`config.mk`:
```
export PLATFORM = sky130hd
export DESIGN_NAME = mapa_matrix_scan_flat
export DESIGN_NICKNAME = d
export VERILOG_FILES = /design/src/rtl/mapa_matrix_scan_if.sv /design/src/rtl/mapa_matrix_scan.sv /design/src/flat_wrapper.sv
export SDC_FILE = /design/constraint.sdc
export NUM_CORES = 1
export LEC_CHECK = 0
export CAP_MARGIN = 0
export CORE_MARGIN = 4
export CORE_UTILIZATION = 35
export CTS_CLUSTER_DIAMETER = 60
export DETAILED_ROUTE_END_ITERATION = 12
export SETUP_SLACK_MARGIN = 0.3
export SKIP_LAST_GASP = 1
export SYNTH_ARGS = -nofsm -noshare
export SYNTH_HDL_FRONTEND = slang
export SYNTH_SLANG_ARGS = --single-unit
```
`constraint.sdc`:
```
create_clock -name clk -period 1.9 [get_ports clk]
set_input_delay 0.38 -clock clk [delete_from_list [all_inputs] [get_ports clk]]
set_output_delay 0.38 -clock clk [all_outputs]
set_load 0.05 [all_outputs]
```
`src/rtl/mapa_matrix_scan_if.sv`:
```
// Bundle of the map-word load port and the matrix pin outputs of mapa_matrix_scan.
// The master side feeds map words in; the slave side drives the physical matrix.
`timescale 1ns/1ps
interface mapa_matrix_scan_if #(
  parameter int N_COLS = 5,
  parameter int N_ROWS = 7
);
  logic [N_COLS*N_ROWS-1:0] PAT;
  logic                     LD;
  logic [1:0]               MODE;
  logic [N_COLS-1:0]        COL;
  logic [N_ROWS-1:0]        ROW;
  logic                     BUSY;
  logic                     FRAME;

  modport master (output PAT, LD, MODE, input COL, ROW, BUSY, FRAME);
  modport slave  (input PAT, LD, MODE, output COL, ROW, BUSY, FRAME);
endinterface

```
`src/rtl/mapa_matrix_scan.sv`:
```
// Column-multiplexed LED matrix driver: a shadow map word is swapped into the active word only
// at frame wraps, and one column at a time is scanned with leading dead-time blanking.
`timescale 1ns/1ps
module mapa_matrix_scan #(
  parameter int N_COLS       = 5,
  parameter int N_ROWS       = 7,
  parameter int DIV          = 1000,
  parameter int BLANK        = 2,
  parameter int BLINK_FRAMES = 32
) (
  input  logic                clk,
  input  logic                rst_n,
  mapa_matrix_scan_if.slave   bus
);
  localparam int W  = N_COLS * N_ROWS;
  localparam int CW = (DIV > 1) ? $clog2(DIV) : 1;
  localparam int IW = (N_COLS > 1) ? $clog2(N_COLS) : 1;
  localparam int FW = (BLINK_FRAMES > 1) ? $clog2(BLINK_FRAMES) : 1;

  localparam logic [CW-1:0] CNT_LAST  = CW'(DIV - 1);
  localparam logic [CW-1:0] BLANK_END = CW'(BLANK);
  localparam logic [IW-1:0] IDX_LAST  = IW'(N_COLS - 1);
  localparam logic [FW-1:0] FCNT_LAST = FW'(BLINK_FRAMES - 1);

  typedef enum logic [1:0] {
    MODE_NORMAL = 2'b00,
    MODE_INVERT = 2'b01,
    MODE_BLINK  = 2'b10,
    MODE_OFF    = 2'b11
  } mode_e;

  logic [CW-1:0]     cnt_q, cnt_d;
  logic [IW-1:0]     idx_q, idx_d;
  logic [W-1:0]      active_q, active_d;
  logic [W-1:0]      shadow_q, shadow_d;
  logic              busy_q, busy_d;
  logic [FW-1:0]     fcnt_q, fcnt_d;
  logic              phase_q, phase_d;
  logic [N_COLS-1:0] col_q, col_d;
  logic [N_ROWS-1:0] row_q, row_d;
  logic              frame_q, frame_d;

  logic              cnt_wrap_s;
  logic              frame_wrap_s;
  logic [N_ROWS-1:0] col_bits_s;
  mode_e             mode_s;

  // Next-state for the scan position, buffers, blink phase and the registered pin values.
  always_comb begin
    mode_s       = mode_e'(bus.MODE);
    cnt_wrap_s   = (cnt_q == CNT_LAST);
    frame_wrap_s = cnt_wrap_s && (idx_q == IDX_LAST);

    cnt_d = cnt_wrap_s ? {CW{1'b0}} : (cnt_q + CW'(1));

    if (frame_wrap_s) begin
      idx_d = {IW{1'b0}};
    end else if (cnt_wrap_s) begin
      idx_d = idx_q + IW'(1);
    end else begin
      idx_d = idx_q;
    end

    // The swap consumes the word already in the shadow, so a load on the same edge stays pending.
    active_d = active_q;
    busy_d   = busy_q;
    if (frame_wrap_s && busy_q) begin
      active_d = shadow_q;
      busy_d   = 1'b0;
    end else begin
      active_d = active_q;
    end
    if (bus.LD) begin
      shadow_d = bus.PAT;
      busy_d   = 1'b1;
    end else begin
      shadow_d = shadow_q;
    end

    fcnt_d  = fcnt_q;
    phase_d = phase_q;
    if (frame_wrap_s) begin
      if (fcnt_q == FCNT_LAST) begin
        fcnt_d  = {FW{1'b0}};
        phase_d = ~phase_q;
      end else begin
        fcnt_d  = fcnt_q + FW'(1);
      end
    end else begin
      fcnt_d = fcnt_q;
    end

    col_bits_s = {N_ROWS{1'b0}};
    for (int c = 0; c < N_COLS; c++) begin
      col_bits_s = (idx_q == IW'(c)) ? active_q[c*N_ROWS +: N_ROWS] : col_bits_s;
    end

    if ((cnt_q < BLANK_END) || (mode_s == MODE_OFF)) begin
      col_d = {N_COLS{1'b0}};
      row_d = {N_ROWS{1'b0}};
    end else begin
      col_d = {{(N_COLS-1){1'b0}}, 1'b1} << idx_q;
      case (mode_s)
        MODE_NORMAL: row_d = col_bits_s;
        MODE_INVERT: row_d = ~col_bits_s;
        MODE_BLINK:  row_d = phase_q ? {N_ROWS{1'b0}} : col_bits_s;
        default:     row_d = {N_ROWS{1'b0}};
      endcase
    end

    frame_d = frame_wrap_s;
  end

  // State and output registers; reset clears the pins immediately and drops any pending word.
  always_ff @(posedge clk or negedge rst_n) begin
    if (!rst_n) begin
      cnt_q    <= {CW{1'b0}};
      idx_q    <= {IW{1'b0}};
      active_q <= {W{1'b0}};
      shadow_q <= {W{1'b0}};
      busy_q   <= 1'b0;
      fcnt_q   <= {FW{1'b0}};
      phase_q  <= 1'b0;
      col_q    <= {N_COLS{1'b0}};
      row_q    <= {N_ROWS{1'b0}};
      frame_q  <= 1'b0;
    end else begin
      cnt_q    <= cnt_d;
      idx_q    <= idx_d;
      active_q <= active_d;
      shadow_q <= shadow_d;
      busy_q   <= busy_d;
      fcnt_q   <= fcnt_d;
      phase_q  <= phase_d;
      col_q    <= col_d;
      row_q    <= row_d;
      frame_q  <= frame_d;
    end
  end

  assign bus.COL   = col_q;
  assign bus.ROW   = row_q;
  assign bus.BUSY  = busy_q;
  assign bus.FRAME = frame_q;
endmodule

```
`src/flat_wrapper.sv`:
```
// flat-port wrapper written by rule: the top's interface ports become plain ports
module mapa_matrix_scan_flat 
#(
  parameter int N_COLS       = 5,
  parameter int N_ROWS       = 7,
  parameter int DIV          = 1000,
  parameter int BLANK        = 2,
  parameter int BLINK_FRAMES = 32
)
  (clk, rst_n, bus_PAT, bus_LD, bus_MODE, bus_COL, bus_ROW, bus_BUSY, bus_FRAME);
  mapa_matrix_scan_if #(.N_COLS(N_COLS), .N_ROWS(N_ROWS)) bus_i ();
  input  logic clk;
  input  logic rst_n;
  input wire logic [$bits(bus_i.PAT)-1:0] bus_PAT;
  input wire logic [$bits(bus_i.LD)-1:0] bus_LD;
  input wire logic [$bits(bus_i.MODE)-1:0] bus_MODE;
  output wire logic [$bits(bus_i.COL)-1:0] bus_COL;
  output wire logic [$bits(bus_i.ROW)-1:0] bus_ROW;
  output wire logic [$bits(bus_i.BUSY)-1:0] bus_BUSY;
  output wire logic [$bits(bus_i.FRAME)-1:0] bus_FRAME;
  assign bus_i.PAT = bus_PAT;
  assign bus_i.LD = bus_LD;
  assign bus_i.MODE = bus_MODE;
  assign bus_COL = bus_i.COL;
  assign bus_ROW = bus_i.ROW;
  assign bus_BUSY = bus_i.BUSY;
  assign bus_FRAME = bus_i.FRAME;
  mapa_matrix_scan #(.N_COLS(N_COLS), .N_ROWS(N_ROWS), .DIV(DIV), .BLANK(BLANK), .BLINK_FRAMES(BLINK_FRAMES)) u_core (.clk(clk), .rst_n(rst_n), .bus(bus_i));
endmodule
```
=== Yosys cells after proc, flatten, opt, wreduce, memory -nomap -nowiden ===
Cells that the tools add are included.

* Magnitude comparators: 1
* Bitwise gates (word level): 2
* Eq/ne operators: 9
* Shift-type cells: 1
* Multiplexer cells: 15
* Reductions and logical operators: 8
* $add $sub $neg: 3

{| class="wikitable"
|+ Operators by type and width
! kind !! number
|-
| $mux W7 || 7
|-
| $pmux W7 S3 || 1
|-
| $add A10 B1 Y10 const B || 1
|-
| $eq A10 B10 Y1 const B || 1
|-
| $lt A10 B2 Y1 const B || 1
|-
| $mux W10 || 1
|-
| $mux W5 || 2
|-
| $not A7 Y7 || 1
|-
| $eq A3 B2 Y1 const B || 2
|-
| $mux W3 || 2
|-
| $add A5 B1 Y5 const B || 1
|-
| $eq A5 B5 Y1 const B || 1
|-
| $shl A1 B3 Y5 const A || 1
|-
| $eq A2 B2 Y1 const B || 2
|-
| $reduce_bool A2 Y1 || 2
|-
| $add A3 B1 Y3 const B || 1
|-
| $eq A3 B1 Y1 const B || 1
|-
| $eq A3 B3 Y1 const B || 1
|-
| $logic_not A3 Y1 || 1
|-
| $eq A2 B1 Y1 const B || 1
|-
| $logic_and A1 B1 Y1 || 2
|-
| $logic_not A2 Y1 || 1
|-
| $mux W1 || 2
|-
| $reduce_and A2 Y1 || 1
|-
| 2 further kinds || 2
|}

* Input bits: 40
* Register bits: 103
* Output and inout bits: 14

=== Longest topological paths before layout ===
Gate-level depths: netlist (run 1).

* Word-level depth: 9
* Depth in mapped cells: 8

=== Worst setup path before layout (run 1) ===
OpenSTA, ideal clock, no wires.

* Path type: register to register
* From: register u_core.idx_q[0]
* To: register u_core.fcnt_q[2]
* Buffers on the path: 2
* Required time: 1771 ps
* Arrival: 1854 ps
* Period minus slack after synthesis: 1983 ps
* Path slack: -83 ps
* Setup time: 129 ps
* Cell stages (with the launch flop): 9
* Cell sequence: dfrtp_1 -> inv_1 -> ha_1 -> clkbuf_1 -> nand2_1 -> or4_1 -> clkbuf_1 -> o21ai_0 -> o41ai_1

* Word-level cells in the longest chain between the ends: 2

{| class="wikitable"
|+ RTL lines
! element !! RTL line !! text
|-
| start: declaration || mapa_matrix_scan.sv:33 || <nowiki>logic [IW-1:0] idx_q, idx_d;</nowiki>
|-
| start signal: assignment || mapa_matrix_scan.sv:118 || <nowiki>idx_q <= {IW{1'b0}};</nowiki>
|-
| start signal: assignment || mapa_matrix_scan.sv:129 || <nowiki>idx_q <= idx_d;</nowiki>
|-
| $eq A3 B3 Y1 || mapa_matrix_scan.sv:52 || <nowiki>frame_wrap_s = cnt_wrap_s && (idx_q == IDX_LAST);</nowiki>
|-
| $logic_and A1 B1 Y1 || mapa_matrix_scan.sv:52 ||
|-
| end signal: assignment || mapa_matrix_scan.sv:122 || <nowiki>fcnt_q <= {FW{1'b0}};</nowiki>
|-
| end signal: assignment || mapa_matrix_scan.sv:133 || <nowiki>fcnt_q <= fcnt_d;</nowiki>
|-
| end: declaration || mapa_matrix_scan.sv:37 || <nowiki>logic [FW-1:0] fcnt_q, fcnt_d;</nowiki>
|}

Every way passes these cells.
A chain may end at the register's enable or synchronous reset.

=== Final worst setup path (run 1) ===
* From: register u_core.cnt_q[1]
* To: register u_core.row_q[1], in the netlist u_core.bus.ROW[1]

* Word-level cells in the longest chain between the ends: 3

{| class="wikitable"
|+ RTL lines
! element !! RTL line !! text
|-
| start: declaration || mapa_matrix_scan.sv:32 || <nowiki>logic [CW-1:0] cnt_q, cnt_d;</nowiki>
|-
| start signal: assignment || mapa_matrix_scan.sv:117 || <nowiki>cnt_q <= {CW{1'b0}};</nowiki>
|-
| start signal: assignment || mapa_matrix_scan.sv:128 || <nowiki>cnt_q <= cnt_d;</nowiki>
|-
| $lt A10 B2 Y1 || mapa_matrix_scan.sv:98 || <nowiki>if ((cnt_q < BLANK_END) || (mode_s == MODE_OFF)) begin</nowiki>
|-
| $logic_or A1 B1 Y1 || mapa_matrix_scan.sv:98 ||
|-
| $mux W7 || mapa_matrix_scan.sv:98 ||
|-
| named net u_core.row_d[1] || mapa_matrix_scan.sv:40 || <nowiki>logic [N_ROWS-1:0] row_q, row_d;</nowiki>
|-
| end signal: assignment || mapa_matrix_scan.sv:125 || <nowiki>row_q <= {N_ROWS{1'b0}};</nowiki>
|-
| end signal: assignment || mapa_matrix_scan.sv:136 || <nowiki>row_q <= row_d;</nowiki>
|-
| end: declaration || mapa_matrix_scan.sv:40 ||
|}

The timed path passes the listed nets, and every way through them passes these cells.

==> results of run 1 <==
[layout by cell type (no fill, tap or decap), types with 5 or more instances in the layout]
cell type,synthesis,layout
dfrtp_1,103,102
mux2_2,40,40
clkdlybuf4s50_1,0,38
buf_4,0,35
mux2_4,30,30
nand2_1,22,18
a21oi_1,16,15
and3_1,12,12
inv_1,13,11
o21ai_0,12,11
nor2_1,11,9
clkbuf_16,0,9
mux2i_1,7,7
a221oi_1,7,6
nand3_1,5,5
[report_power, final]
group	internal, uW	switching [uW]	leakage, uW
combinational	171	132	0.00135
sequential	2270	46.8	0.00133
clock	1030	847	0.000145
[state kept, by name (all words and copies together), names as in the netlist]
name / count
u_core.fcnt_q: 5
u_core.shadow_q: 35
u_core.bus.FRAME: 1
u_core.cnt_q: 10
u_core.bus.COL: 5
u_core.phase_q: 1
u_core.bus.ROW: 7
u_core.bus.BUSY: 1
u_core.active_q: 35
u_core.idx_q: 3
[cells in the mapped netlist]
| cell | number | area, um2 |
|---|---|---|
| a221oi_1 | 7 | 61.31 |
| nor2b_1 | 1 | 6.260 |
| or2_2 | 2 | 12.51 |
| nand4_1 | 3 | 18.77 |
| xor2_1 | 3 | 26.28 |
| nor3_4 | 1 | 16.27 |
| clkbuf_1 | 9 | 33.78 |
| nand3b_1 | 2 | 15.01 |
| nand4bb_4 | 1 | 27.53 |
| a21oi_1 | 16 | 80.08 |
| inv_1 | 13 | 48.80 |
| nor2_1 | 11 | 41.29 |
| buf_6 | 3 | 33.78 |
| nand2_1 | 22 | 82.58 |
| buf_2 | 1 | 5.000 |
| and4_1 | 1 | 8.760 |
| o21ai_0 | 12 | 60.06 |
| o211ai_1 | 1 | 7.510 |
| nand3_4 | 1 | 17.52 |
| o31ai_1 | 1 | 7.510 |
| mux2_4 | 30 | 450.4 |
| ha_1 | 8 | 100.1 |
| and3_1 | 12 | 75.07 |
| nand3_1 | 5 | 25.02 |
| a211oi_1 | 1 | 7.510 |
| xnor2_1 | 4 | 35.03 |
| o41ai_1 | 1 | 8.760 |
| mux2i_1 | 7 | 70.07 |
| or4_1 | 2 | 15.01 |
| or3_1 | 4 | 25.02 |
| nor3_1 | 2 | 10.01 |
| mux2_2 | 40 | 450.4 |
| a41oi_1 | 1 | 8.760 |
| a21o_1 | 2 | 15.01 |
| dfrtp_1 | 103 | 2577 |
| buf_1 | 2 | 7.510 |
| and2_1 | 4 | 25.02 |
[routing by layer]
metal	track usage (%)	part of all wire (%)
met1	18.33	46
met2	22.21	48
met3	4.271	4.5
met4	4.132	1.7
met5	0	0
[per-stage QoR]
step / total power, uW / hold slack (ns) / util, % / area, um2
global route: 4663 / 0.4966 / 46.94 / 5923
CTS: 4562 / 0.4791 / 46.45 / 5862
detailed placement: 2668 / 0.3225 / 42.28 / 5335
finish: 4500 / 0.4764 / 46.94 / 5923
floorplan: 2480 / 0.08441 / - / 4593
global placement: 2660 / 0.3220 / 42.28 / 5335
[path summary, 6_finish.rpt]
kind	start	to	depth (start not counted)
worst max-delay path	u_core.cnt_q[1]	u_core.bus.ROW[1]	5
worst min-delay path	u_core.phase_q	u_core.phase_q	1
worst max register to register	u_core.cnt_q[1]	u_core.bus.ROW[1]	5
worst min register to register	u_core.phase_q	u_core.phase_q	1
max in group asynchronous	rst_n	u_core.cnt_q[1]	3
min in group asynchronous	rst_n	u_core.shadow_q[25]	2
[area by class of cell]
cell class | instances | area share, %
Clock buffer | 9 | 3.802
Clock inverter | 6 | 1.183
Inverter | 13 | 0.8238
Tap cell | 172 | 3.633
Timing Repair Buffer | 86 | 14.81
Multi-Input combinational cell | 208 | 32.21
Sequential cell | 103 | 43.54
[what timing repair did]
item                                   in CTS  in global routing
setup endpoints to repair                  53                 54
pin swaps                                   5                  5
gates resized for setup                    16                 11
gates cloned                                3                  0
setup buffers                              11                  3
hold buffers                                1                  0
endpoints found under the hold margin      25                  0
[worst max-delay path, stage by stage (launching register included)]
cell	delay, ns
dfrtp_2	0.44
or4_4	0.50
or3_4	0.39
nand3b_1	0.15
buf_12	0.14
mux2i_1	0.08
[logic make-up after synthesis]
family	after synthesis	share of synthesized area, %
flip-flops	103	57.06
AND/OR/NAND/NOR	74	9.335
XOR/XNOR	7	1.357
multiplexers	77	21.50
AO/OA/AOI/OAI	42	5.679
buffers and inverters	28	2.853
adder cells (fa/ha/maj)	8	2.216
==> run_results.csv, run 1 <==
group,metric,value,unit
drt,antenna_left,0,
critical_path,cp_data_arrival_time,2.05,ns
layout,antennaDiodeCount,0,
timing,skew,0.008049,ns
cts,root_buffer,"clkbuf_16",
floorplanning,dieArea,0.01479,mm2
synthesis,synth_cell_types,37,
layout,drive_above_1_share,37.41,%
layout,synthToLayoutAreaGrowth,31.14,%
synthesis,syn_nets,387,
synthesis,yosysWarnings,0,
floorplanning,core_area,0.01262,mm2
timing,finalHoldViolations,0,
layout,fill_cells,1166,
timing,max_freq,547.4,MHz
synthesis,synthCells,339,
floorplanning,die_h,121.6,um
cts,clkLatencyLatePin,0.35,ns
place,io_buffer_count,53,
drt,drtPass1Iterations,4,
flow_run,cap_viol_max_count,0,
timing,worst_slew_pin_slew,0.4854,ns
place,dp_hpwl,6563,um
pwr,vdd_drop_max,0.0005012,V
cts,cts_tree,"built",
critical_path,start_kind,"flop",
floorplanning,ios,54,
drt,drt-wirelength-per-cell,16.12,um
global_routing,first_global_vias,3107,
timing,rsz0062_at_grt,"yes",
critical_path,crit_fanout,7,
layout,final_cells,597,
pwr,p_leak,0.002822,uW
global_routing,grt_pass1_wl,15870,um
timing,setup-violations-final,0,
critical_path,critical_path_class,"reg -> reg",
timing,slew-limit-headroom,67.77,%
timing,fin_crit_sh,96.15,%
critical_path,r2r_setup_slack,0.07,ns
place,pre_cts_slack,-0.01163,ns
timing,drv_slew,0,
timing,fin_crit,1.827,ns
cts,clk_pin_slew,0.07,ns
synthesis,synth_area_per_cell,13.32,um2
synthesis,ys_ff_latch,103,
drt,drt_iter0_drc,124,
place,gp_congestion,0.8341,
global_routing,antenna_found_initial,0,
global_routing,grtUsageTotal,13.91,%
synthesis,seq_area_frac_synth,57.06,%
layout,register_area,0.002579,mm2
floorplanning,rows,41,
synthesis,syn_area,0.004517,mm2
place,dp.cells,564,
layout,multi_input_area,0.001908,mm2
drt,routed_wl,9625,um
critical_path,endpoint_kind,"flop",
cts,numCtsBuffers,9,
global_routing,grt-ovfl-total,0,
cts,cts.path.max_buffers,2,
cts,cts.sinks,103,
cts,htree_num_levels,3,
run_status,outcome,"complete, no violations",
worst_hold_path,hp-class,"reg -> reg",
floorplanning,dieWidth,121.6,um
floorplanning,initial_utilization,35.79,%
drt,vias,2884,
pwr,powerDensity,759.7,mW/mm2
timing,fin_tns_setup,0,ns
timing,final.setup.worst_slack,0.07322,ns
drt,via_per_inst,4.831,
global_routing,grt_max_degree,59,
drt,drcViolationCount,0,
layout,fin_nets,469,
critical_path,cp.required,2.12,ns
Note: power is estimated with default switching activity, not from simulation.
==> run 2: changes to the inputs <==
--- a/config.mk
+++ b/config.mk
@@ -7,9 +7,10 @@
 export LEC_CHECK = 0
 export CAP_MARGIN = 0
 export CORE_MARGIN = 4
-export CORE_UTILIZATION = 35
+export CORE_UTILIZATION = 50
 export CTS_CLUSTER_DIAMETER = 60
 export DETAILED_ROUTE_END_ITERATION = 12
+export PLACE_DENSITY = 0.76
 export SETUP_SLACK_MARGIN = 0.3
 export SKIP_LAST_GASP = 1
 export SYNTH_ARGS = -nofsm -noshare
==> run 2 against run 1 <==
- critical path depth up 1
- sequential power about the same
- flip-flop and latch count unchanged
- first-iteration DRC count down 18%
- fmax down 1.4%
- count of clock-buffer cells in the layout unchanged
- via count up 0.94%
- core utilization up 19 points
- critical endpoint is now u_core.bus.ROW[5]
==> run_results.csv, run 2 (same netlist as run 1, synthesis figures left out) <==
group,metric,value,unit
run_status,outcome,"complete, no violations",
timing,slew-limit-headroom,70.17,%
pwr,p_clk_share,32.7,%
timing,fin_tns_setup,0,ns
timing,finalHoldViolations,0,
pwr,p_sw_share,24.42,%
cts,cts_tree,"built",
drt,drt_iter0_drc,102,
cts,clkLatencyLatePin,0.37,ns
critical_path,r2r_setup_slack,0.05,ns
floorplanning,dieWidth,103.0,um
timing,max_freq,539.7,MHz
pwr,combPwrFrac,7.8,%
drt,vias,2911,
global_routing,grt_max_degree,40,
critical_path,crit_start,"u_core.idx_q[1]",
global_routing,grt-ovfl-total,0,
pwr,vdd_drop_max,0.0004845,V
place,io_buffer_count,53,
cts,htree_num_levels,3,
drt,via_per_inst,5.462,
timing,skew,0.01124,ns
place,place_area,0.005270,mm2
critical_path,endpoint_kind,"flop",
critical_path,crit_family,"flip-flops",
cts,cts.sinks,103,
critical_path,path_cells,"inv_2, ha_4, and2_2, buf_4, a221oi_2, mux2i_2",
critical_path,path_buf_inv,2,
floorplanning,ios,54,
critical_path,crit_fanout,6,
place,dp_hpwl,6197,um
critical_path,critical_path_class,"reg -> reg",
drt,drcViolationCount,0,
critical_path,cp_data_arrival_time,2.14,ns
pwr,internal-power,2940,uW
timing,setup-violations-final,0,
pwr,sequentialPowerShare,59.6,%
layout,fill_cells,644,
pwr,p_leak,0.002759,uW
floorplanning,rows,34,
layout,top_regs,"u_core.active_q (35), u_core.shadow_q (35), u_core.cnt_q (10)",
critical_path,start_kind,"flop",
pwr,powerDensity,674.1,mW/mm2
global_routing,first_global_vias,2946,
timing,fin_crit_sh,97.53,%
cts,numCtsBuffers,9,
global_routing,antenna_found_initial,0,
critical_path,slowest_stage,"dfrtp_1",
floorplanning,die_h,103.0,um
drt,drt-wirelength-per-cell,17.35,um
layout,synthToLayoutAreaGrowth,27.78,%
timing,worst_slew_pin_slew,0.4475,ns
layout,fin_nets,469,
critical_path,slowest_delay,0.42,ns
drt,drtPass1Iterations,4,
place,gp_congestion,0.8361,
flow_run,cap_viol_max_count,0,
place,dp.cells,497,
critical_path,crit_end,"u_core.bus.ROW[5]",
timing,rsz0062_at_grt,"yes",
layout,multi_input_area,0.001997,mm2
critical_path,cp.required,2.18,ns
timing,drv_slew,0,
critical_path,reg2reg_to,"u_core.bus.ROW[5]",
timing,fin_crit,1.853,ns
cts,clk_pin_slew,0.10,ns
pwr,p_switching,950.1,uW
critical_path,reg2reg_depth,6,
worst_hold_path,hp-class,"in -> async",
floorplanning,initial_utilization,51.54,%
global_routing,grtUsageTotal,17.66,%
drt,antenna_left,0,
layout,register_area,0.002581,mm2
critical_path,cp.depth,6,
cts,cts.path.max_buffers,2,
layout,final_cell_mix,"dfrtp_1 (100), mux2_2 (40), clkdlybuf4s50_1 (38), buf_4 (31), mux2_4 (30)",
layout,antennaDiodeCount,0,
floorplanning,core_area,0.008763,mm2
critical_path,reg2reg_from,"u_core.idx_q[1]",
floorplanning,dieArea,0.01062,mm2
drt,routed_wl,9248,um
layout,final_cells,533,
global_routing,grt_pass1_wl,14360,um
cts,root_buffer,"clkbuf_8",
layout,final_area,0.005772,mm2
layout,layout_commonest_cell,"dfrtp_1",
layout,final_util,65.86,%
layout,drive_above_1_share,40.94,%
==> run 2: changes by cell type in the layout (fill, tap and decap cells not counted), sizes merged <==
cell / before / now
buf: 46 / 41
bufinv: 1 / 0
clkbuf: 9 / 12
clkdlybuf4s15: 0 / 3
clkinvlp: 1 / 0
dlygate4sd2: 1 / 0
inv: 15 / 17
==> run 2: cell type report <==
cell class	instances	area share [%]
Clock buffer	9	2.146
Clock inverter	6	0.9321
Inverter	13	0.8454
Multi-Input combinational cell	208	34.60
Sequential cell	103	44.72
Tap cell	108	2.341
Timing Repair Buffer	86	14.42
==> run 2: repair_timing <==
action                                  4_1_cts  5_1_grt
endpoints found under the setup margin       58       59
buffers inserted                             10       10
hold buffers                                  1        0
pin swaps                                     7       11
hold endpoints to repair                     32        0
resized for setup                            25       34
==> run 2: worst register-to-register path, stage by stage (launching register included) <==
cell and delay [ns]:
dfrtp_1 0.42, inv_2 0.09, ha_4 0.19, and2_2 0.28
buf_4 0.20, a221oi_2 0.33, mux2i_2 0.26
==> run 2: metrics by stage <==
stage | setup slack [ns] | total power [uW] | hold WS [ns]
global placement | 0.06240 | 2656 | 0.3620
global route | 0.004236 | 4057 | 0.5130
finish | 0.04701 | 3891 | 0.4955
CTS | 0.1251 | 3930 | 0.5005
floorplan | 0.1688 | 2480 | 0.08441
detailed placement | 0.01260 | 2667 | 0.3672
==> run 2: how the worst min path moves through the flow <==
stage | slack, ns | startpoint | depth (start not counted) | end
2_1_floorplan | 0.08 | rst_n | 0 | u_core.active_q[0]
3_3_place_gp | 0.36 | rst_n | 1 | u_core.bus.COL[0]
3_5_place_dp | 0.37 | rst_n | 1 | u_core.bus.COL[0]
4_1_cts | 0.50 | rst_n | 2 | u_core.active_q[9]
5_1_grt | 0.51 | rst_n | 2 | u_core.active_q[9]
6_report | 0.50 | rst_n | 2 | u_core.idx_q[0]
==> run 2: per-layer routing <==
layer	track usage, %	part of all wire, %
met4	4.582	1.2
met1	22.54	42
met5	0	0
met2	29.95	52
met3	4.736	5.2
==> run 2: power groups by stage <==
stage / logic [uW] / clock network (uW) / registers [uW]
4_1_cts: 305 / 1300 / 2320
2_1_floorplan: 103 / 0 / 2380
3_3_place_gp: 296 / 0 / 2360
6_report: 302 / 1270 / 2320
5_1_grt: 329 / 1400 / 2330
3_5_place_dp: 302 / 0 / 2360
